==> src/rtl/demod_pkg.sv <==
// Shared types and constants for the phase-difference demodulator scheduler.
package demod_pkg;

  localparam int unsigned ANGLE_W = 16;
  localparam int unsigned MAX_CH  = 8;
  localparam int unsigned CH_ID_W = $clog2(MAX_CH);

  typedef enum logic {
    ARB  = 1'b0,
    HOLD = 1'b1
  } fsm_state_t;

  typedef logic [CH_ID_W-1:0] chan_id_t;

  typedef struct packed {
    logic             tlast;
    chan_id_t         ch;
    logic [ANGLE_W-1:0] diff;
  } out_beat_t;

  // Round-robin successor of channel c among n channels.
  function automatic chan_id_t next_ch(chan_id_t c, int unsigned n);
    return ((32'(c) + 32'd1) >= n) ? '0 : c + chan_id_t'(1);
  endfunction

endpackage

==> src/rtl/demod_scheduler_if.sv <==
// Per-channel AXI-stream inputs and the single merged AXI-stream output.
interface demod_scheduler_if #(
  parameter int unsigned NUM_CH                 = 4,
  parameter int unsigned C_S00_AXIS_TDATA_WIDTH = 32,
  parameter int unsigned C_M00_AXIS_TDATA_WIDTH = 32
);
  localparam int unsigned TUSER_W = (NUM_CH > 1) ? $clog2(NUM_CH) : 1;

  logic [NUM_CH-1:0]                        s00_axis_tvalid;
  logic [NUM_CH*C_S00_AXIS_TDATA_WIDTH-1:0] s00_axis_tdata;
  logic [NUM_CH-1:0]                        s00_axis_tlast;
  logic [NUM_CH-1:0]                        s00_axis_tready;

  logic                              m00_axis_tready;
  logic                              m00_axis_tvalid;
  logic [C_M00_AXIS_TDATA_WIDTH-1:0] m00_axis_tdata;
  logic                              m00_axis_tlast;
  logic [TUSER_W-1:0]                m00_axis_tuser;

  modport slave (
    input  s00_axis_tvalid, s00_axis_tdata, s00_axis_tlast, m00_axis_tready,
    output s00_axis_tready, m00_axis_tvalid, m00_axis_tdata, m00_axis_tlast, m00_axis_tuser
  );

  modport master (
    output s00_axis_tvalid, s00_axis_tdata, s00_axis_tlast, m00_axis_tready,
    input  s00_axis_tready, m00_axis_tvalid, m00_axis_tdata, m00_axis_tlast, m00_axis_tuser
  );

endinterface

==> src/rtl/rr_arbiter.sv <==
// Combinational round-robin search: first requester at or above ptr, with wrap.
module rr_arbiter
  import demod_pkg::*;
#(
  parameter int unsigned NUM_CH = 4
) (
  input  logic [NUM_CH-1:0] req,
  input  chan_id_t          ptr,
  output logic [NUM_CH-1:0] grant,
  output chan_id_t          grant_idx,
  output logic              grant_vld
);

  // Distance of channel i from the pointer, going upward with wrap.
  function automatic int rot_dist(int i, chan_id_t p);
    int d;
    d = i - int'(p);
    if (d < 0) d = d + int'(NUM_CH);
    return d;
  endfunction

  always_comb begin
    grant     = '0;
    grant_idx = '0;
    grant_vld = 1'b0;
    for (int k = 0; k < int'(NUM_CH); k++) begin
      for (int i = 0; i < int'(NUM_CH); i++) begin
        if (!grant_vld && req[i] && (rot_dist(i, ptr) == k)) begin
          grant_vld = 1'b1;
          grant[i]  = 1'b1;
          grant_idx = chan_id_t'(i);
        end
      end
    end
  end

endmodule

==> src/rtl/demod_scheduler.sv <==
// Round-robin scheduler sharing one phase-difference datapath across NUM_CH angle streams.
// Optional per-channel beat counters are built when DEMOD_SCHED_STATS_EN is defined.
module demod_scheduler
  import demod_pkg::*;
#(
  parameter int unsigned NUM_CH                 = 4,
  parameter int unsigned C_S00_AXIS_TDATA_WIDTH = 32,
  parameter int unsigned C_M00_AXIS_TDATA_WIDTH = 32,
  parameter int unsigned PACKET_MODE            = 0
) (
  input  logic                 s00_axis_aclk,
  input  logic                 s00_axis_areset,
  input  logic [NUM_CH-1:0]    ch_en,
  demod_scheduler_if.slave     bus,
  output logic [NUM_CH*32-1:0] stat_count
);

  localparam int unsigned SW      = C_S00_AXIS_TDATA_WIDTH;
  localparam int unsigned TUSER_W = (NUM_CH > 1) ? $clog2(NUM_CH) : 1;

  fsm_state_t state_q, state_d;
  chan_id_t   hold_q, hold_d;
  chan_id_t   ptr_q;

  out_beat_t  out_q;
  logic       out_valid_q;

  logic [ANGLE_W-1:0] prev_q [NUM_CH];
  logic [NUM_CH-1:0]  primed_q;

  logic [NUM_CH-1:0]  req_c;
  logic [NUM_CH-1:0]  grant;
  chan_id_t           grant_idx;
  logic               grant_vld;
  logic               adv_c;
  logic               xfer_c;

  logic [ANGLE_W-1:0] sel_angle_c;
  logic [ANGLE_W-1:0] sel_prev_c;
  logic [ANGLE_W-1:0] sel_diff_c;
  logic               sel_primed_c;
  logic               sel_last_c;
  logic               held_en_c;

  // Candidates: enabled and valid; in HOLD only the held channel may compete.
  always_comb begin
    req_c = ch_en & bus.s00_axis_tvalid;
    if (state_q == HOLD) begin
      for (int i = 0; i < int'(NUM_CH); i++) begin
        if (chan_id_t'(i) != hold_q) req_c[i] = 1'b0;
      end
    end
  end

  rr_arbiter #(.NUM_CH(NUM_CH)) u_rr_arbiter (
    .req       (req_c),
    .ptr       (ptr_q),
    .grant     (grant),
    .grant_idx (grant_idx),
    .grant_vld (grant_vld)
  );

  assign adv_c               = bus.m00_axis_tready | ~out_valid_q;
  assign xfer_c              = adv_c & grant_vld & ~s00_axis_areset;
  assign bus.s00_axis_tready = (adv_c && !s00_axis_areset) ? grant : '0;

  // Mux out the granted channel's beat and its history.
  always_comb begin
    sel_angle_c  = '0;
    sel_prev_c   = '0;
    sel_primed_c = 1'b0;
    sel_last_c   = 1'b0;
    held_en_c    = 1'b0;
    for (int i = 0; i < int'(NUM_CH); i++) begin
      if (chan_id_t'(i) == grant_idx) begin
        sel_angle_c  = bus.s00_axis_tdata[i*SW + SW - 1 -: ANGLE_W];
        sel_prev_c   = prev_q[i];
        sel_primed_c = primed_q[i];
        sel_last_c   = bus.s00_axis_tlast[i];
      end
      if (chan_id_t'(i) == hold_q) held_en_c = ch_en[i];
    end
  end

  // Modulo-2^16 subtraction maps directly onto -pi..pi.
  assign sel_diff_c = sel_primed_c ? (sel_angle_c - sel_prev_c) : '0;

  always_comb begin
    state_d = state_q;
    hold_d  = hold_q;
    unique case (state_q)
      ARB: begin
        if (xfer_c && (PACKET_MODE != 0) && !sel_last_c) begin
          state_d = HOLD;
          hold_d  = grant_idx;
        end
      end
      HOLD: begin
        if (!held_en_c || (xfer_c && sel_last_c)) state_d = ARB;
      end
      default: state_d = ARB;
    endcase
  end

  always_ff @(posedge s00_axis_aclk) begin
    if (s00_axis_areset) begin
      state_q <= ARB;
      hold_q  <= '0;
    end else begin
      state_q <= state_d;
      hold_q  <= hold_d;
    end
  end

  always_ff @(posedge s00_axis_aclk) begin
    if (s00_axis_areset) begin
      ptr_q       <= '0;
      out_q       <= '0;
      out_valid_q <= 1'b0;
      primed_q    <= '0;
      for (int i = 0; i < int'(NUM_CH); i++) prev_q[i] <= '0;
    end else begin
      if (xfer_c) begin
        ptr_q       <= next_ch(grant_idx, NUM_CH);
        out_q.tlast <= sel_last_c;
        out_q.ch    <= grant_idx;
        out_q.diff  <= sel_diff_c;
        out_valid_q <= 1'b1;
      end else if (bus.m00_axis_tready) begin
        out_valid_q <= 1'b0;
      end
      for (int i = 0; i < int'(NUM_CH); i++) begin
        if (!ch_en[i]) begin
          primed_q[i] <= 1'b0;
        end else if (xfer_c && grant[i]) begin
          primed_q[i] <= 1'b1;
          prev_q[i]   <= sel_angle_c;
        end
      end
    end
  end

  assign bus.m00_axis_tvalid = out_valid_q;
  assign bus.m00_axis_tdata  = C_M00_AXIS_TDATA_WIDTH'(out_q.diff);
  assign bus.m00_axis_tlast  = out_q.tlast;
  assign bus.m00_axis_tuser  = out_q.ch[TUSER_W-1:0];

`ifdef DEMOD_SCHED_STATS_EN
  logic [31:0] cnt_q [NUM_CH];

  always_ff @(posedge s00_axis_aclk) begin
    if (s00_axis_areset) begin
      for (int i = 0; i < int'(NUM_CH); i++) cnt_q[i] <= '0;
    end else begin
      for (int i = 0; i < int'(NUM_CH); i++) begin
        if (xfer_c && grant[i]) cnt_q[i] <= cnt_q[i] + 32'd1;
      end
    end
  end

  always_comb begin
    stat_count = '0;
    for (int i = 0; i < int'(NUM_CH); i++) stat_count[i*32 +: 32] = cnt_q[i];
  end
`else
  assign stat_count = '0;
`endif

  // Low tdata bits and spare channel-id bits carry no information here.
  logic unused_bits;
  always_comb begin
    unused_bits = ^out_q.ch;
    for (int i = 0; i < int'(NUM_CH); i++) begin
      unused_bits = unused_bits ^ (^bus.s00_axis_tdata[i*SW +: SW - ANGLE_W]);
    end
  end

endmodule

==> src/flat_wrapper.sv <==
// flat-port wrapper written by rule: the top's interface ports become plain ports
module demod_scheduler_flat import demod_pkg::*;
#(
  parameter int unsigned NUM_CH                 = 4,
  parameter int unsigned C_S00_AXIS_TDATA_WIDTH = 32,
  parameter int unsigned C_M00_AXIS_TDATA_WIDTH = 32,
  parameter int unsigned PACKET_MODE            = 0
)
  (s00_axis_aclk, s00_axis_areset, ch_en, stat_count, bus_s00_axis_tvalid, bus_s00_axis_tdata, bus_s00_axis_tlast, bus_m00_axis_tready, bus_s00_axis_tready, bus_m00_axis_tvalid, bus_m00_axis_tdata, bus_m00_axis_tlast, bus_m00_axis_tuser);
  demod_scheduler_if #(.NUM_CH(NUM_CH), .C_S00_AXIS_TDATA_WIDTH(C_S00_AXIS_TDATA_WIDTH), .C_M00_AXIS_TDATA_WIDTH(C_M00_AXIS_TDATA_WIDTH)) bus_i ();
  input  logic s00_axis_aclk;
  input  logic s00_axis_areset;
  input  logic [NUM_CH-1:0] ch_en;
  output logic [NUM_CH*32-1:0] stat_count;
  input wire logic [$bits(bus_i.s00_axis_tvalid)-1:0] bus_s00_axis_tvalid;
  input wire logic [$bits(bus_i.s00_axis_tdata)-1:0] bus_s00_axis_tdata;
  input wire logic [$bits(bus_i.s00_axis_tlast)-1:0] bus_s00_axis_tlast;
  input wire logic [$bits(bus_i.m00_axis_tready)-1:0] bus_m00_axis_tready;
  output wire logic [$bits(bus_i.s00_axis_tready)-1:0] bus_s00_axis_tready;
  output wire logic [$bits(bus_i.m00_axis_tvalid)-1:0] bus_m00_axis_tvalid;
  output wire logic [$bits(bus_i.m00_axis_tdata)-1:0] bus_m00_axis_tdata;
  output wire logic [$bits(bus_i.m00_axis_tlast)-1:0] bus_m00_axis_tlast;
  output wire logic [$bits(bus_i.m00_axis_tuser)-1:0] bus_m00_axis_tuser;
  assign bus_i.s00_axis_tvalid = bus_s00_axis_tvalid;
  assign bus_i.s00_axis_tdata = bus_s00_axis_tdata;
  assign bus_i.s00_axis_tlast = bus_s00_axis_tlast;
  assign bus_i.m00_axis_tready = bus_m00_axis_tready;
  assign bus_s00_axis_tready = bus_i.s00_axis_tready;
  assign bus_m00_axis_tvalid = bus_i.m00_axis_tvalid;
  assign bus_m00_axis_tdata = bus_i.m00_axis_tdata;
  assign bus_m00_axis_tlast = bus_i.m00_axis_tlast;
  assign bus_m00_axis_tuser = bus_i.m00_axis_tuser;
  demod_scheduler #(.NUM_CH(NUM_CH), .C_S00_AXIS_TDATA_WIDTH(C_S00_AXIS_TDATA_WIDTH), .C_M00_AXIS_TDATA_WIDTH(C_M00_AXIS_TDATA_WIDTH), .PACKET_MODE(PACKET_MODE)) u_core (.s00_axis_aclk(s00_axis_aclk), .s00_axis_areset(s00_axis_areset), .ch_en(ch_en), .bus(bus_i), .stat_count(stat_count));
endmodule
==> config.mk <==
export PLATFORM = sky130hd
export DESIGN_NAME = demod_scheduler_flat
export DESIGN_NICKNAME = d
export VERILOG_FILES = /design/src/rtl/demod_pkg.sv /design/src/rtl/demod_scheduler_if.sv /design/src/rtl/rr_arbiter.sv /design/src/rtl/demod_scheduler.sv /design/src/flat_wrapper.sv
export SDC_FILE = /design/constraint.sdc
export NUM_CORES = 1
export LEC_CHECK = 0
export ABC_AREA = 1
export CORE_MARGIN = 2
export CORE_UTILIZATION = 46
export DETAILED_ROUTE_END_ITERATION = 6
export HOLD_SLACK_MARGIN = 0.12
export PLACE_DENSITY = 0.93
export SETUP_SLACK_MARGIN = 0.4
export SKIP_LAST_GASP = 1
export SLEW_MARGIN = 20
export SYNTH_ARGS = -nofsm -noshare
export SYNTH_HDL_FRONTEND = slang
export SYNTH_SLANG_ARGS = --single-unit
==> constraint.sdc <==
create_clock -name s00_axis_aclk -period 12.7 [get_ports s00_axis_aclk]
set_clock_uncertainty 0.15 [all_clocks]
set_input_delay 3.81 -clock s00_axis_aclk [delete_from_list [all_inputs] [get_ports s00_axis_aclk]]
set_output_delay 3.81 -clock s00_axis_aclk [all_outputs]
set_load 0.02 [all_outputs]
==> impl_results.md <==
- Reg power frac: 19.2%
- Gpl congestion: 0.921
- Setup Buffers After CTS: 0
- Cts hold-fix bufs: 0
- Die height: 125 microns
- Max stage delay cell, worst path: clkdlybuf4s50_1
- Vias/cell: 5.11
- First-pass GRT wire length: 27200 microns
- Drt drc: 0
- Die area: 0.0157 sq mm
- Final period utilization: 85.1%
- Number of inserted diodes: 0
- CP peak stage delay: 630 ps
- Antenna violations before repair: 0
- Endpoints failing hold: 0
- Primary FF master, synth: edfxtp_1
- Port Buffers: 102
- Area share of the leading cell type in the synthesized netlist: 28.3%
- Vias in the first global route: 5581
- Cell Count Post-Placement: 1145
- Area Growth Syn to Fin: 13.4%
- # rows: 44
- Post-cts sizing count: 0
- Syn_area_per_cell: 7.64 sq um
- WL/cell: 15.4 microns
- Seq/Total Area, Yosys: 36.6%
- Simple-Gate Fraction of Synth Area: 22.7%
- #FFs+latches synth: 92
- Layout Nets: 1138
- Synth async-reset ratio: 0%
- Slew @ Worst Pin: 941 ps
- Cell Int Power: 0.00105 W
- Post-Route Utilization: 53.1%
- Final wirelength: 17900 microns
- Clock buffer depth: 2
- Post-Layout Cell Count: 1161
- Total track usage: 21.7%
- Synth Area in XOR/XNOR: 1.29%
- Cell taking the most area after synthesis: edfxtp_1
- Core area: 0.0145 sq mm
- CTS clock-pin slew for the worst setup and hold paths: 70 ps
- Crit path required time: 8740 ps
- Io pins: 311
- CTS root buf: clkbuf_16
- Clock network fraction of design power: 13.3%
- Slew Viols, Final: 0
- Pleak: 3.46 nW
- Max_cap viols: 0
- Mux contribution to synthesized area: 0%
- 1st-pass router iterations: 5
- Synth Instances: 888
- Worst hold path type: flip-flop to flip-flop
- Count of different cell masters after synthesis: 44
- Switch Pwr: 0.00112 W
- Hold slack final: 315 ps
- Sw Ratio: 51.5%
- Post-Synth Adder-Cell Area: 4.35%
- Design Power: 0.00217 W
- Largest family of logic cells by synthesized area: simple AND/OR/NAND/NOR gates
- Share of post-route cells with drive strength above 1: 5.63%
- Post-DRT Antenna Nets: 0
- Total gr overflow: 0
- Fmax: 0.0925 GHz
- Comb pwr share: 67.5%
- Initial DRC Count: 419
- Worst vdd ir: 137 uV
- Largest net degree at the start of global routing: 45
- Pwr Density: 282 mW/mm^2
- Unrepaired setup endpoints after global routing: false
- Synth warn: 0
- Final setup fails: 0
- # clock sinks: 92
- Initial Util: 46.8%
- DP HPWL: 12300 microns
- Number of synthesized flops with an enable pin: 64
- Outcome: finished, final reports clean
- Setup tns final: 0 ps
- Vias: 5933
- Die width: 125 microns
- Minimum clock period: 10810 ps
- Slew HR: 37.2%
- Crit. End Element: primary output
- Critical path arrival: 6850 ps
- Critical path class: input port to primary output
- Critical Path Fanout Max: 19
- CP Cell Sequence: clkdlybuf4s50_1 > nand2_1 > nor2_2 > o21ai_1 > inv_1 > nor2_2 > nand4_2 > nand3_2 > nor3_1 > nor2_1 > o21ai_1 > nand2_2 > inv_1 > clkdlybuf4s50_1
- Clock buffer count from CTS: 9
- CTS tree: yes
- Syn Std Cell Area: 0.00678 sq mm
- Skew-Pair Late Insertion Delay: 350 ps
- Depth of the CTS H-tree: 3
- Synth Area in Compound Gates: 13.0%
- CP Launch Type: input port
- Top cells by area, synth: edfxtp_1, buf_4, nand2_1
## sequential cells by signal (all words and copies together), names as in the netlist
| signal | flops |
|---|---|
| u_core.bus.m00_axis_tuser | 2 |
| u_core.bus.m00_axis_tdata | 16 |
| u_core.prev_q | 64 |
| u_core.ptr_q | 3 |
| u_core.bus.m00_axis_tlast | 1 |
| u_core.primed_q | 4 |
| u_core.state_q | 1 |
| u_core.bus.m00_axis_tvalid | 1 |
## Yosys cell counts, drive strengths merged, types with 2 or more instances
| library cell | instances |
|---|---|
| a21o | 2 |
| a21oi | 60 |
| buf | 154 |
| clkbuf | 26 |
| dfxtp | 28 |
| edfxtp | 64 |
| ha | 22 |
| inv | 61 |
| nand2 | 192 |
| nand3 | 35 |
| nand4 | 9 |
| nor2 | 118 |
| nor3 | 8 |
| o21a | 15 |
| o21ai | 63 |
| o311ai | 9 |
| o31ai | 2 |
| xnor2 | 5 |
| xor2 | 5 |
## worst max-delay path, delay by kind of cell
family                 cells  cell delay (ps)
and+or+nand+nor            8             1390
buffers and inverters      4             1380
AOI/OAI and AO/OA          2              260
## layer usage
layer | global-route usage, % | vias up | share of wire [%]
li1 | - | 2793 | -
met1 | 24.4 | 2761 | 36
met2 | 39.4 | 333 | 51
met3 | 4.96 | 46 | 9.8
met4 | 9.15 | 0 | 2.8
met5 | 0 | - | 0
## power by group through the flow
stage	clock network, W	logic, W	registers (W)
final	0.000289	0.00147	0.000417
after global routing	0.000298	0.00162	0.000421
after detailed placement	0	0.00141	0.000422
after floorplan	0	0.00104	0.000441
after global placement	0	0.00139	0.000419
after CTS	0.000287	0.00144	0.000416
## worst paths after layout
kind / startpoint / endpoint / slack, ps / cells after the start
setup / recovery: ch_en[3] / bus_s00_axis_tready[3] / 1890 / 14
hold / removal: u_core.bus.m00_axis_tlast / u_core.bus.m00_axis_tlast / 310 / 2
setup reg to reg: u_core.ptr_q[0] / u_core.bus.m00_axis_tdata[14] / 5880 / 35
hold reg to reg: u_core.bus.m00_axis_tlast / u_core.bus.m00_axis_tlast / 310 / 2
## per-stage QoR
stage,setup slack [ps],area [sq um]
after detailed placement,1980,7380
final,1890,7690
after CTS,1960,7690
after floorplan,3350,7320
after global placement,2020,7380
after global routing,1710,7690
## final cells by class
cell class	instances	area (sq um)
Clock inverter	7	91.3
Clock buffer	9	225
Fill cell	1325	6780
Multi-Input combinational cell	697	3350
Inverter	62	235
Tap cell	184	230
Timing Repair Buffer	110	1080
Sequential cell	92	2480
## kinds of logic after synthesis
kind of cell	Yosys count
compound gates	156
xor+xnor	10
fa+ha+maj	23
buf+inv	242
flops	92
other cells	1
simple gates	364
## cell usage in the layout, fill, tap and decap left out, types with 2 or more instances in the layout
cell	Yosys	layout
inv_2	2	2
nor2_2	13	13
conb_1	1	144
nand3_1	32	32
o31ai_1	2	2
bufinv_16	0	2
nand3_2	3	3
clkinv_1	1	2
o21ai_1	6	6
xnor2_1	5	5
clkinv_2	0	2
clkdlybuf4s50_1	0	102
buf_4	145	8
clkinv_4	0	2
o311ai_0	9	9
nor3_1	7	7
a21o_1	2	2
o21ai_0	57	57
nand4_1	8	8
edfxtp_1	64	64
nand2_1	188	188
dfxtp_1	28	28
a21oi_2	2	2
a21oi_1	58	58
xor2_1	5	5
inv_1	58	58
clkbuf_16	0	9
ha_1	22	21
nand2_2	4	4
o21a_1	14	14
nor2_1	102	102
nor2_4	3	3
No activity file was read; power rests on OpenSTA's default activity.
